`src/rtl/id_pipe_ctrl_pkg.sv`:
```
// Shared constants for the ID-stage pipeline controller: forward-select
// encodings and register-field positions within the instruction word.
package id_pipe_ctrl_pkg;

   localparam int unsigned REG_W  = 5;
   localparam int unsigned RS_LSB = 21;
   localparam int unsigned RT_LSB = 16;

   typedef enum logic [1:0] {
      FWD_RF      = 2'b00,
      FWD_EX      = 2'b01,
      FWD_MEM_ALU = 2'b10,
      FWD_MEM_LD  = 2'b11
   } fwd_sel_e;

endpackage

```
`src/rtl/id_pipe_ctrl_if.sv`:
```
// IF/EX/MEM-facing bus of the ID pipeline controller; the pipeline drives
// through the master modport, the controller sits on the slave modport.
interface id_pipe_ctrl_if #(
   parameter int unsigned DATA_W = 32,
   parameter int unsigned TAG_W  = 8,
   parameter int unsigned CNT_W  = 16
);
   logic              if_valid;
   logic [DATA_W-1:0] if_inst;
   logic [DATA_W-1:0] if_pc4;
   logic [TAG_W-1:0]  if_tag;
   logic              flush;
   logic              ex_wreg;
   logic              ex_m2reg;
   logic [4:0]        ex_destR;
   logic              mem_wreg;
   logic              mem_m2reg;
   logic [4:0]        mem_destR;

   logic              id_valid;
   logic              id_issue;
   logic [DATA_W-1:0] id_inst;
   logic [DATA_W-1:0] id_pc4;
   logic [TAG_W-1:0]  id_tag;
   logic              stall;
   logic [1:0]        fwda;
   logic [1:0]        fwdb;
   logic [CNT_W-1:0]  stall_cnt;

   modport master (
      output if_valid, if_inst, if_pc4, if_tag, flush,
             ex_wreg, ex_m2reg, ex_destR, mem_wreg, mem_m2reg, mem_destR,
      input  id_valid, id_issue, id_inst, id_pc4, id_tag, stall,
             fwda, fwdb, stall_cnt
   );

   modport slave (
      input  if_valid, if_inst, if_pc4, if_tag, flush,
             ex_wreg, ex_m2reg, ex_destR, mem_wreg, mem_m2reg, mem_destR,
      output id_valid, id_issue, id_inst, id_pc4, id_tag, stall,
             fwda, fwdb, stall_cnt
   );
endinterface

```
`src/rtl/id_pipe_ctrl_fwd_sel.sv`:
```
// Operand-source select for one ID-stage source register; the youngest
// producer (EX ALU result) wins over MEM, and $0 never forwards.
module id_fwd_sel
   import id_pipe_ctrl_pkg::*;
(
   input  logic             valid,
   input  logic [REG_W-1:0] src,
   input  logic             ex_wreg,
   input  logic             ex_m2reg,
   input  logic [REG_W-1:0] ex_dest,
   input  logic             mem_wreg,
   input  logic             mem_m2reg,
   input  logic [REG_W-1:0] mem_dest,
   output fwd_sel_e         sel_c
);

   // A load still in EX cannot forward; the stall covers it and MEM is consulted instead
   always_comb begin
      sel_c = FWD_RF;
      if (valid && (src != '0)) begin
         if (ex_wreg && !ex_m2reg && (ex_dest == src)) begin
            sel_c = FWD_EX;
         end else if (mem_wreg && (mem_dest == src)) begin
            sel_c = mem_m2reg ? FWD_MEM_LD : FWD_MEM_ALU;
         end
      end
   end

endmodule

```
`src/rtl/id_pipe_ctrl.sv`:
```
// ID-stage latch with load-use stall detection, flush handling, operand
// forward selection and a saturating stall-cycle counter.
module id_pipe_ctrl
   import id_pipe_ctrl_pkg::*;
#(
   parameter int unsigned DATA_W = 32,
   parameter int unsigned TAG_W  = 8,
   parameter int unsigned CNT_W  = 16
) (
   input  logic          clk,
   input  logic          rst,
   id_pipe_ctrl_if.slave bus
);

   logic              id_valid_q,  id_valid_d;
   logic [DATA_W-1:0] id_inst_q,   id_inst_d;
   logic [DATA_W-1:0] id_pc4_q,    id_pc4_d;
   logic [TAG_W-1:0]  id_tag_q,    id_tag_d;
   logic [CNT_W-1:0]  stall_cnt_q, stall_cnt_d;

   logic [REG_W-1:0]  rs_c;
   logic [REG_W-1:0]  rt_c;
   logic              ex_hit_c;
   logic              stall_c;
   logic              issue_c;
   fwd_sel_e          fwda_c;
   fwd_sel_e          fwdb_c;

   assign rs_c     = id_inst_q[RS_LSB +: REG_W];
   assign rt_c     = id_inst_q[RT_LSB +: REG_W];
   assign ex_hit_c = (bus.ex_destR != '0) &&
                     ((bus.ex_destR == rs_c) || (bus.ex_destR == rt_c));
   assign stall_c  = id_valid_q && bus.ex_wreg && bus.ex_m2reg && ex_hit_c;
   assign issue_c  = id_valid_q && !stall_c;

   // Flush beats stall; pc4 is kept on flush so only the payload is killed
   always_comb begin
      id_valid_d  = id_valid_q;
      id_inst_d   = id_inst_q;
      id_pc4_d    = id_pc4_q;
      id_tag_d    = id_tag_q;
      stall_cnt_d = stall_cnt_q;
      if (bus.flush) begin
         id_valid_d = 1'b0;
         id_inst_d  = '0;
         id_tag_d   = '0;
      end else if (!stall_c) begin
         id_valid_d = bus.if_valid;
         id_inst_d  = bus.if_inst;
         id_pc4_d   = bus.if_pc4;
         id_tag_d   = bus.if_tag;
      end
      if (stall_c && (stall_cnt_q != {CNT_W{1'b1}})) begin
         stall_cnt_d = stall_cnt_q + CNT_W'(1);
      end
   end

   always_ff @(posedge clk or posedge rst) begin
      if (rst) begin
         id_valid_q  <= 1'b0;
         id_inst_q   <= '0;
         id_pc4_q    <= '0;
         id_tag_q    <= '0;
         stall_cnt_q <= '0;
      end else begin
         id_valid_q  <= id_valid_d;
         id_inst_q   <= id_inst_d;
         id_pc4_q    <= id_pc4_d;
         id_tag_q    <= id_tag_d;
         stall_cnt_q <= stall_cnt_d;
      end
   end

   id_fwd_sel u_fwd_rs (
      .valid     (id_valid_q),
      .src       (rs_c),
      .ex_wreg   (bus.ex_wreg),
      .ex_m2reg  (bus.ex_m2reg),
      .ex_dest   (bus.ex_destR),
      .mem_wreg  (bus.mem_wreg),
      .mem_m2reg (bus.mem_m2reg),
      .mem_dest  (bus.mem_destR),
      .sel_c     (fwda_c)
   );

   id_fwd_sel u_fwd_rt (
      .valid     (id_valid_q),
      .src       (rt_c),
      .ex_wreg   (bus.ex_wreg),
      .ex_m2reg  (bus.ex_m2reg),
      .ex_dest   (bus.ex_destR),
      .mem_wreg  (bus.mem_wreg),
      .mem_m2reg (bus.mem_m2reg),
      .mem_dest  (bus.mem_destR),
      .sel_c     (fwdb_c)
   );

   assign bus.id_valid  = id_valid_q;
   assign bus.id_issue  = issue_c;
   assign bus.id_inst   = id_inst_q;
   assign bus.id_pc4    = id_pc4_q;
   assign bus.id_tag    = issue_c ? id_tag_q : '0;
   assign bus.stall     = stall_c;
   assign bus.fwda      = fwda_c;
   assign bus.fwdb      = fwdb_c;
   assign bus.stall_cnt = stall_cnt_q;

endmodule

```
`src/flat_wrapper.sv`:
```
// flat-port wrapper written by rule: the top's interface ports become plain ports
module id_pipe_ctrl_flat import id_pipe_ctrl_pkg::*;
#(
   parameter int unsigned DATA_W = 32,
   parameter int unsigned TAG_W  = 8,
   parameter int unsigned CNT_W  = 16
)
  (clk, rst, bus_if_valid, bus_if_inst, bus_if_pc4, bus_if_tag, bus_flush, bus_ex_wreg, bus_ex_m2reg, bus_ex_destR, bus_mem_wreg, bus_mem_m2reg, bus_mem_destR, bus_id_valid, bus_id_issue, bus_id_inst, bus_id_pc4, bus_id_tag, bus_stall, bus_fwda, bus_fwdb, bus_stall_cnt);
  id_pipe_ctrl_if #(.DATA_W(DATA_W), .TAG_W(TAG_W), .CNT_W(CNT_W)) bus_i ();
  input  logic clk;
  input  logic rst;
  input wire logic [$bits(bus_i.if_valid)-1:0] bus_if_valid;
  input wire logic [$bits(bus_i.if_inst)-1:0] bus_if_inst;
  input wire logic [$bits(bus_i.if_pc4)-1:0] bus_if_pc4;
  input wire logic [$bits(bus_i.if_tag)-1:0] bus_if_tag;
  input wire logic [$bits(bus_i.flush)-1:0] bus_flush;
  input wire logic [$bits(bus_i.ex_wreg)-1:0] bus_ex_wreg;
  input wire logic [$bits(bus_i.ex_m2reg)-1:0] bus_ex_m2reg;
  input wire logic [$bits(bus_i.ex_destR)-1:0] bus_ex_destR;
  input wire logic [$bits(bus_i.mem_wreg)-1:0] bus_mem_wreg;
  input wire logic [$bits(bus_i.mem_m2reg)-1:0] bus_mem_m2reg;
  input wire logic [$bits(bus_i.mem_destR)-1:0] bus_mem_destR;
  output wire logic [$bits(bus_i.id_valid)-1:0] bus_id_valid;
  output wire logic [$bits(bus_i.id_issue)-1:0] bus_id_issue;
  output wire logic [$bits(bus_i.id_inst)-1:0] bus_id_inst;
  output wire logic [$bits(bus_i.id_pc4)-1:0] bus_id_pc4;
  output wire logic [$bits(bus_i.id_tag)-1:0] bus_id_tag;
  output wire logic [$bits(bus_i.stall)-1:0] bus_stall;
  output wire logic [$bits(bus_i.fwda)-1:0] bus_fwda;
  output wire logic [$bits(bus_i.fwdb)-1:0] bus_fwdb;
  output wire logic [$bits(bus_i.stall_cnt)-1:0] bus_stall_cnt;
  assign bus_i.if_valid = bus_if_valid;
  assign bus_i.if_inst = bus_if_inst;
  assign bus_i.if_pc4 = bus_if_pc4;
  assign bus_i.if_tag = bus_if_tag;
  assign bus_i.flush = bus_flush;
  assign bus_i.ex_wreg = bus_ex_wreg;
  assign bus_i.ex_m2reg = bus_ex_m2reg;
  assign bus_i.ex_destR = bus_ex_destR;
  assign bus_i.mem_wreg = bus_mem_wreg;
  assign bus_i.mem_m2reg = bus_mem_m2reg;
  assign bus_i.mem_destR = bus_mem_destR;
  assign bus_id_valid = bus_i.id_valid;
  assign bus_id_issue = bus_i.id_issue;
  assign bus_id_inst = bus_i.id_inst;
  assign bus_id_pc4 = bus_i.id_pc4;
  assign bus_id_tag = bus_i.id_tag;
  assign bus_stall = bus_i.stall;
  assign bus_fwda = bus_i.fwda;
  assign bus_fwdb = bus_i.fwdb;
  assign bus_stall_cnt = bus_i.stall_cnt;
  id_pipe_ctrl #(.DATA_W(DATA_W), .TAG_W(TAG_W), .CNT_W(CNT_W)) u_core (.clk(clk), .rst(rst), .bus(bus_i));
endmodule
```
`config.mk`:
```
export PLATFORM = sky130hd
export DESIGN_NAME = id_pipe_ctrl_flat
export DESIGN_NICKNAME = d
export VERILOG_FILES = /design/src/rtl/id_pipe_ctrl_pkg.sv /design/src/rtl/id_pipe_ctrl_if.sv /design/src/rtl/id_pipe_ctrl_fwd_sel.sv /design/src/rtl/id_pipe_ctrl.sv /design/src/flat_wrapper.sv
export SDC_FILE = /design/constraint.sdc
export NUM_CORES = 1
export LEC_CHECK = 0
export CORE_UTILIZATION = 38
export DETAILED_ROUTE_END_ITERATION = 7
export PLACE_DENSITY_LB_ADDON = 0.1
export SLEW_MARGIN = 20
export SYNTH_ARGS = -nofsm -noshare
export SYNTH_HDL_FRONTEND = slang
export SYNTH_SLANG_ARGS = --single-unit
```
`constraint.sdc`:
```
create_clock -name clk -period 2.8 [get_ports clk]
set_input_delay 0.42 -clock clk [delete_from_list [all_inputs] [get_ports clk]]
set_output_delay 0.42 -clock clk [all_outputs]
set_load 0.01 [all_outputs]
```
# Word level (Yosys, flattened, before mapping)
# Cells that the tools add are included.
dict set report classes {
  addsub 1
  n_mul 0
  div_mod_pow 0
  magnitude_cmp 0
  eq_ne 6
  n_shift 0
  n_mux 14
  bitwise_logic 2
  n_reduce_logical 20
}
# cell count
set ops {}
lappend ops {{$mux W32} 2}
lappend ops {{$mux W8} 3}
lappend ops {{$eq A5 B5 Y1} 4}
lappend ops {{$add A16 B1 Y16 const B} 1}
lappend ops {{$ne A16 B16 Y1 const B} 1}
lappend ops {{$reduce_bool A5 Y1} 3}
lappend ops {{$logic_and A1 B1 Y1} 13}
lappend ops {{$mux W2} 6}
lappend ops {{$mux W1} 3}
lappend ops {{$logic_not A1 Y1} 2}
lappend ops {{$ne A2 B2 Y1 const B} 1}
lappend ops {{$not A1 Y1} 2}
lappend ops {{$reduce_and A2 Y1} 1}
lappend ops {{$logic_or A1 B1 Y1} 1}
dict set report word_totals {
  reg_bits 89
  latch_bits 0
  ramBits 0
  romBits 0
  input_bits 90
  out_inout_bits 95
  elab_cells 48
  n_memories 0
}

# Depth between registers and ports, before layout
# Gate-level depths: netlist of run 1.
dict set report logic_depth {
  depth_word 7
  depth_mapped 9
  depth_no_buf 7
}

# Hierarchy
# From an unflattened synthesis of run 1, not the netlist that was laid out.
dict set report unflattened {
  hier_cells 397
  area_unflattened_um2 4292.9
}
# mod n_inst cells_each area_per_inst_um2 seq_area_each_um2
set by_module_without_submodules {}
lappend by_module_without_submodules {id_pipe_ctrl 1 359 3955.0 2227.1}
lappend by_module_without_submodules {id_fwd_sel 2 19 168.9 0.0}

# Worst setup path before layout of run 1
# OpenSTA, ideal clock, no wires.
dict set report synth_timing {
  path_type {input to output}
  from {input bus_ex_destR[0]}
  to {output bus_id_tag[7]}
  t_arrival_ns 1.893
  t_required_ns 2.380
  slack_ns 0.487
  cell_stages 6
  path_buffers 2
  cell_sequence {or4_1 > o2111ai_2 > o21bai_1 > buf_4 > buf_2 > and3_1}
}
dict set report synth_via {
  elab_chain_cells 7
  word_cells_on_any_way 9
  cone_classes {eq/ne: 2; mux: 1; reduce/logical: 6}
}
# element line
set synth_rtl {}
lappend synth_rtl {{from (decl)} flat_wrapper.sv:19} ;# input wire logic [$bits(bus_i.ex_destR)-1:0] bus_ex_destR;
lappend synth_rtl {{$eq A5 B5 Y1} id_pipe_ctrl.sv:32} ;# ((bus.ex_destR == rs_c) || (bus.ex_destR == rt_c));
lappend synth_rtl {{$logic_or A1 B1 Y1} id_pipe_ctrl.sv:32}
lappend synth_rtl {{$logic_and A1 B1 Y1 *} id_pipe_ctrl.sv:31} ;# assign ex_hit_c = (bus.ex_destR != '0) &&
lappend synth_rtl {{$logic_and A1 B1 Y1 *} id_pipe_ctrl.sv:33} ;# assign stall_c = id_valid_q && bus.ex_wreg && bus.ex_m2reg && ex_hit_c;
lappend synth_rtl {{$logic_not A1 Y1 *} id_pipe_ctrl.sv:34} ;# assign issue_c = id_valid_q && !stall_c;
lappend synth_rtl {{$logic_and A1 B1 Y1 *} id_pipe_ctrl.sv:34}
lappend synth_rtl {{$mux W8 *} id_pipe_ctrl.sv:102} ;# assign bus.id_tag = issue_c ? id_tag_q : '0;
lappend synth_rtl {{to (decl)} flat_wrapper.sv:27} ;# output wire logic [$bits(bus_i.id_tag)-1:0] bus_id_tag;
# Mark *: on every way between the ends. The rest lies on a longest branch, timed or not.

# Worst setup path in the final report of run 1
# Ends and elaborated chain as after synthesis.

==> results of run 1 <==
## through the flow
step           hold WS, ns  worst slack, ns  total power [mW]  cells
5_1_grt              0.508           0.0127              3.02    671
4_1_cts              0.491           0.0278              2.92    671
2_1_floorplan        0.478           0.0731              1.63    336
3_5_place_dp         0.474           -0.222              1.98    654
6_report             0.469           0.0857              2.88    671
3_3_place_gp         0.466           -0.177              1.97    654
## worst paths after layout
kind / startpoint / endpoint / slack (ns) / cells after the start
worst max-delay path: bus_ex_destR[0] / bus_id_tag[7] / 0.09 / 6
min in group clk: u_core.bus.id_pc4[1]$_DFFE_PP0P_ / u_core.bus.id_pc4[1]$_DFFE_PP0P_ / 0.49 / 1
worst min-delay path: rst / u_core.bus.id_pc4[23]$_DFFE_PP0P_ / 0.47 / 2
worst min register to register: u_core.bus.id_pc4[1]$_DFFE_PP0P_ / u_core.bus.id_pc4[1]$_DFFE_PP0P_ / 0.49 / 1
worst max register to register: u_core.bus.stall_cnt[0]$_DFFE_PP0P_ / u_core.bus.stall_cnt[7]$_DFFE_PP0P_ / 0.27 / 8
max in group asynchronous: rst / u_core.id_tag_q[6]$_DFFE_PP0P_ / 1.69 / 3
## state kept, by name, summed over array words and instances, names as in the netlist
register / count
u_core.bus.id_inst: 32
u_core.bus.id_pc4: 32
u_core.bus.stall_cnt: 16
u_core.bus.id_valid: 1
u_core.id_tag_q: 8
## cell type report
cell class | instances | area (um^2)
flip-flops and latches | 89 | 2230
well taps | 136 | 170
multi-input cells | 224 | 1690
clock inverters | 4 | 50.0
inverters | 5 | 20.0
repair buffers | 201 | 1990
clock buffers | 12 | 165
fillers | 879 | 3970
## synthesized netlist by cell type (all sizes together)
| cell type | instances | share of area |
|---|---|---|
| and3 | 9 | 0.014 |
| nor2 | 43 | 0.040 |
| o21ai | 4 | 0.0050 |
| nor3 | 13 | 0.016 |
| nand4 | 3 | 0.0047 |
| or4 | 4 | 0.0075 |
| mux2 | 34 | 0.095 |
| ha | 1 | 0.0031 |
| and2 | 3 | 0.0047 |
| dfrtp | 89 | 0.56 |
| or3 | 2 | 0.0031 |
| buf | 10 | 0.018 |
| nor4 | 4 | 0.0062 |
| a21oi | 2 | 0.0025 |
| nor2b | 2 | 0.0031 |
| o21bai | 1 | 0.0019 |
| clkbuf | 8 | 0.0075 |
| xnor2 | 17 | 0.037 |
| and4 | 1 | 0.0022 |
| o2111ai | 1 | 0.0037 |
| nor3b | 2 | 0.0037 |
| inv | 5 | 0.0047 |
| nand3 | 8 | 0.010 |
| mux2i | 41 | 0.10 |
| nand2 | 13 | 0.012 |
| xor2 | 16 | 0.035 |
## repair_timing
action / CTS / global route
resized for setup: 12 / 5
buffers inserted: 1 / 0
cloned: 0 / 0
pin swaps: 0 / 1
setup endpoints to repair: 11 / 10
## layer usage
layer | vias to the layer above | track usage
met1 | 1557 | 0.254
met3 | 11 | 0.0655
met4 | 0 | 0.0724
met2 | 128 | 0.318
met5 | - | 0
li1 | 1528 | -
## cells by family after synthesis
group,share of synthesized area
compound gates,0.0131
xor+xnor,0.0721
fa+ha+maj,0.00312
buf+inv,0.0306
flops,0.555
mux,0.198
simple gates,0.128
## power breakdown
part	internal (mW)	total [mW]	leakage (nW)	switching (mW)
logic	0.330	0.525	1.80	0.195
clock network	0.484	0.929	0.105	0.445
registers	1.37	1.42	1.12	0.0574
==> results.cfg, run 1 <==
[die]
dieArea_um2 = 11000
start_util = 0.390
io_pins = 185
chipWidth_um = 105
fp.coreArea_um2 = 10300
num_rows = 37
die_h_um = 105

[sta]
tightestPinTransition_ns = 0.689
timing.final.crit_share = 0.969
relSlewSlack = 0.540
timing.setup.tns_ns = 0
setup_viol = 0
max_freq_mhz = 368
post-route-min-period_ns = 2.71
slew_viol_final = 0
hold_viol = 0
fin_skew_ns = 0.0107
rsz0062_at_grt = no

[setup_path]
worst_ep_arrival_time_ns = 2.29
crit_buf_inv = 2
crit_required_ns = 2.38
start_kind = input port
slowest_delay_ns = 0.54
crit_fanout = 11
endpoint_kind = primary output
cp_top_family = simple AND/OR/NAND/NOR gates
cp_slowest_cell = or4_4
crit_type = input port to primary output
cp_cell_sequence = clkdlybuf4s50_1, or4_4, o2111ai_2, o21bai_4, and3_1, dlygate4sd2_1

[layout]
fin_area_um2 = 6310
antennaDiodeCount = 0
layout_commonest_cell = clkdlybuf4s50_1
synthToLayoutAreaGrowth_pct = 57.3
drive_above_1_share = 0.0822
mostFrequentLayoutCells = clkdlybuf4s50_1 (173), dfrtp_1 (89), nor2_1 (43)
fin_nets = 621
final_util = 0.614

[global_routing]
antenna_found_initial = 0
grtUsageTotal = 0.200
gr-total-overflow = 0
grt_pass1_wl_um = 17200
grt_max_degree = 42
grt_pass1_vias = 3361

[routing]
routed_wl_um = 10300
vias_per_cell = 4.80
via_count = 3224
drtIter0Drc = 144
wl_met1_um = 4420
routed-wl-met2_um = 4760
wl_per_cell_um = 15.3
first_pass_iters = 4
wl_met3_um = 958
highest_layer = met4
drc = 0
route.antenna.remaining_nets = 0

[clocking]
cts_root_buf = clkbuf_8
cts_hold_buf = 0
clk_path_buf_depth = 2
clock-sinks = 89
cts.clk_slew.worst_paths_ns = 0.09
htree_levels = 3
cts_tree = done
clk_latency_ns = 0.35
cts_made_buffers = 9

[synth]
yosysWarnings = 0
syn_area_per_cell_um2 = 11.9
netlist_area_um2 = 4010
synth_nets = 427
seq_area_frac_synth = 0.555
synth_seq_cells = 89
syn-instance-count = 336
yosysUniqueCellTypes = 29

[run_status]
outcome = complete, no violations

[flow_run]
maxCapViolations = 0

[power]
p_leak_nw = 3.02
vdd_drop_max_mv = 0.264
pwr_density_cell_nw_per_um2 = 456

[placed_design]
numPortBuffers = 184
placed_area_um2 = 6080
gp_congestion = 0.880
place_hpwl_um = 7520

[worst_hold_path]
hp-class = input port to asynchronous set/reset pin
No activity file was read; power rests on OpenSTA's default activity.
==> inputs of run 2 (changes only) <==
--- a/config.mk
+++ b/config.mk
@@ -6,9 +6,9 @@
 export NUM_CORES = 1
 export LEC_CHECK = 0
 export CORE_UTILIZATION = 38
+export CTS_CLUSTER_DIAMETER = 120
 export DETAILED_ROUTE_END_ITERATION = 7
 export PLACE_DENSITY_LB_ADDON = 0.1
-export SLEW_MARGIN = 20
 export SYNTH_ARGS = -nofsm -noshare
 export SYNTH_HDL_FRONTEND = slang
 export SYNTH_SLANG_ARGS = --single-unit
==> results of run 2 <==
Final layout, timing and power as in run 1 (identical DEF).
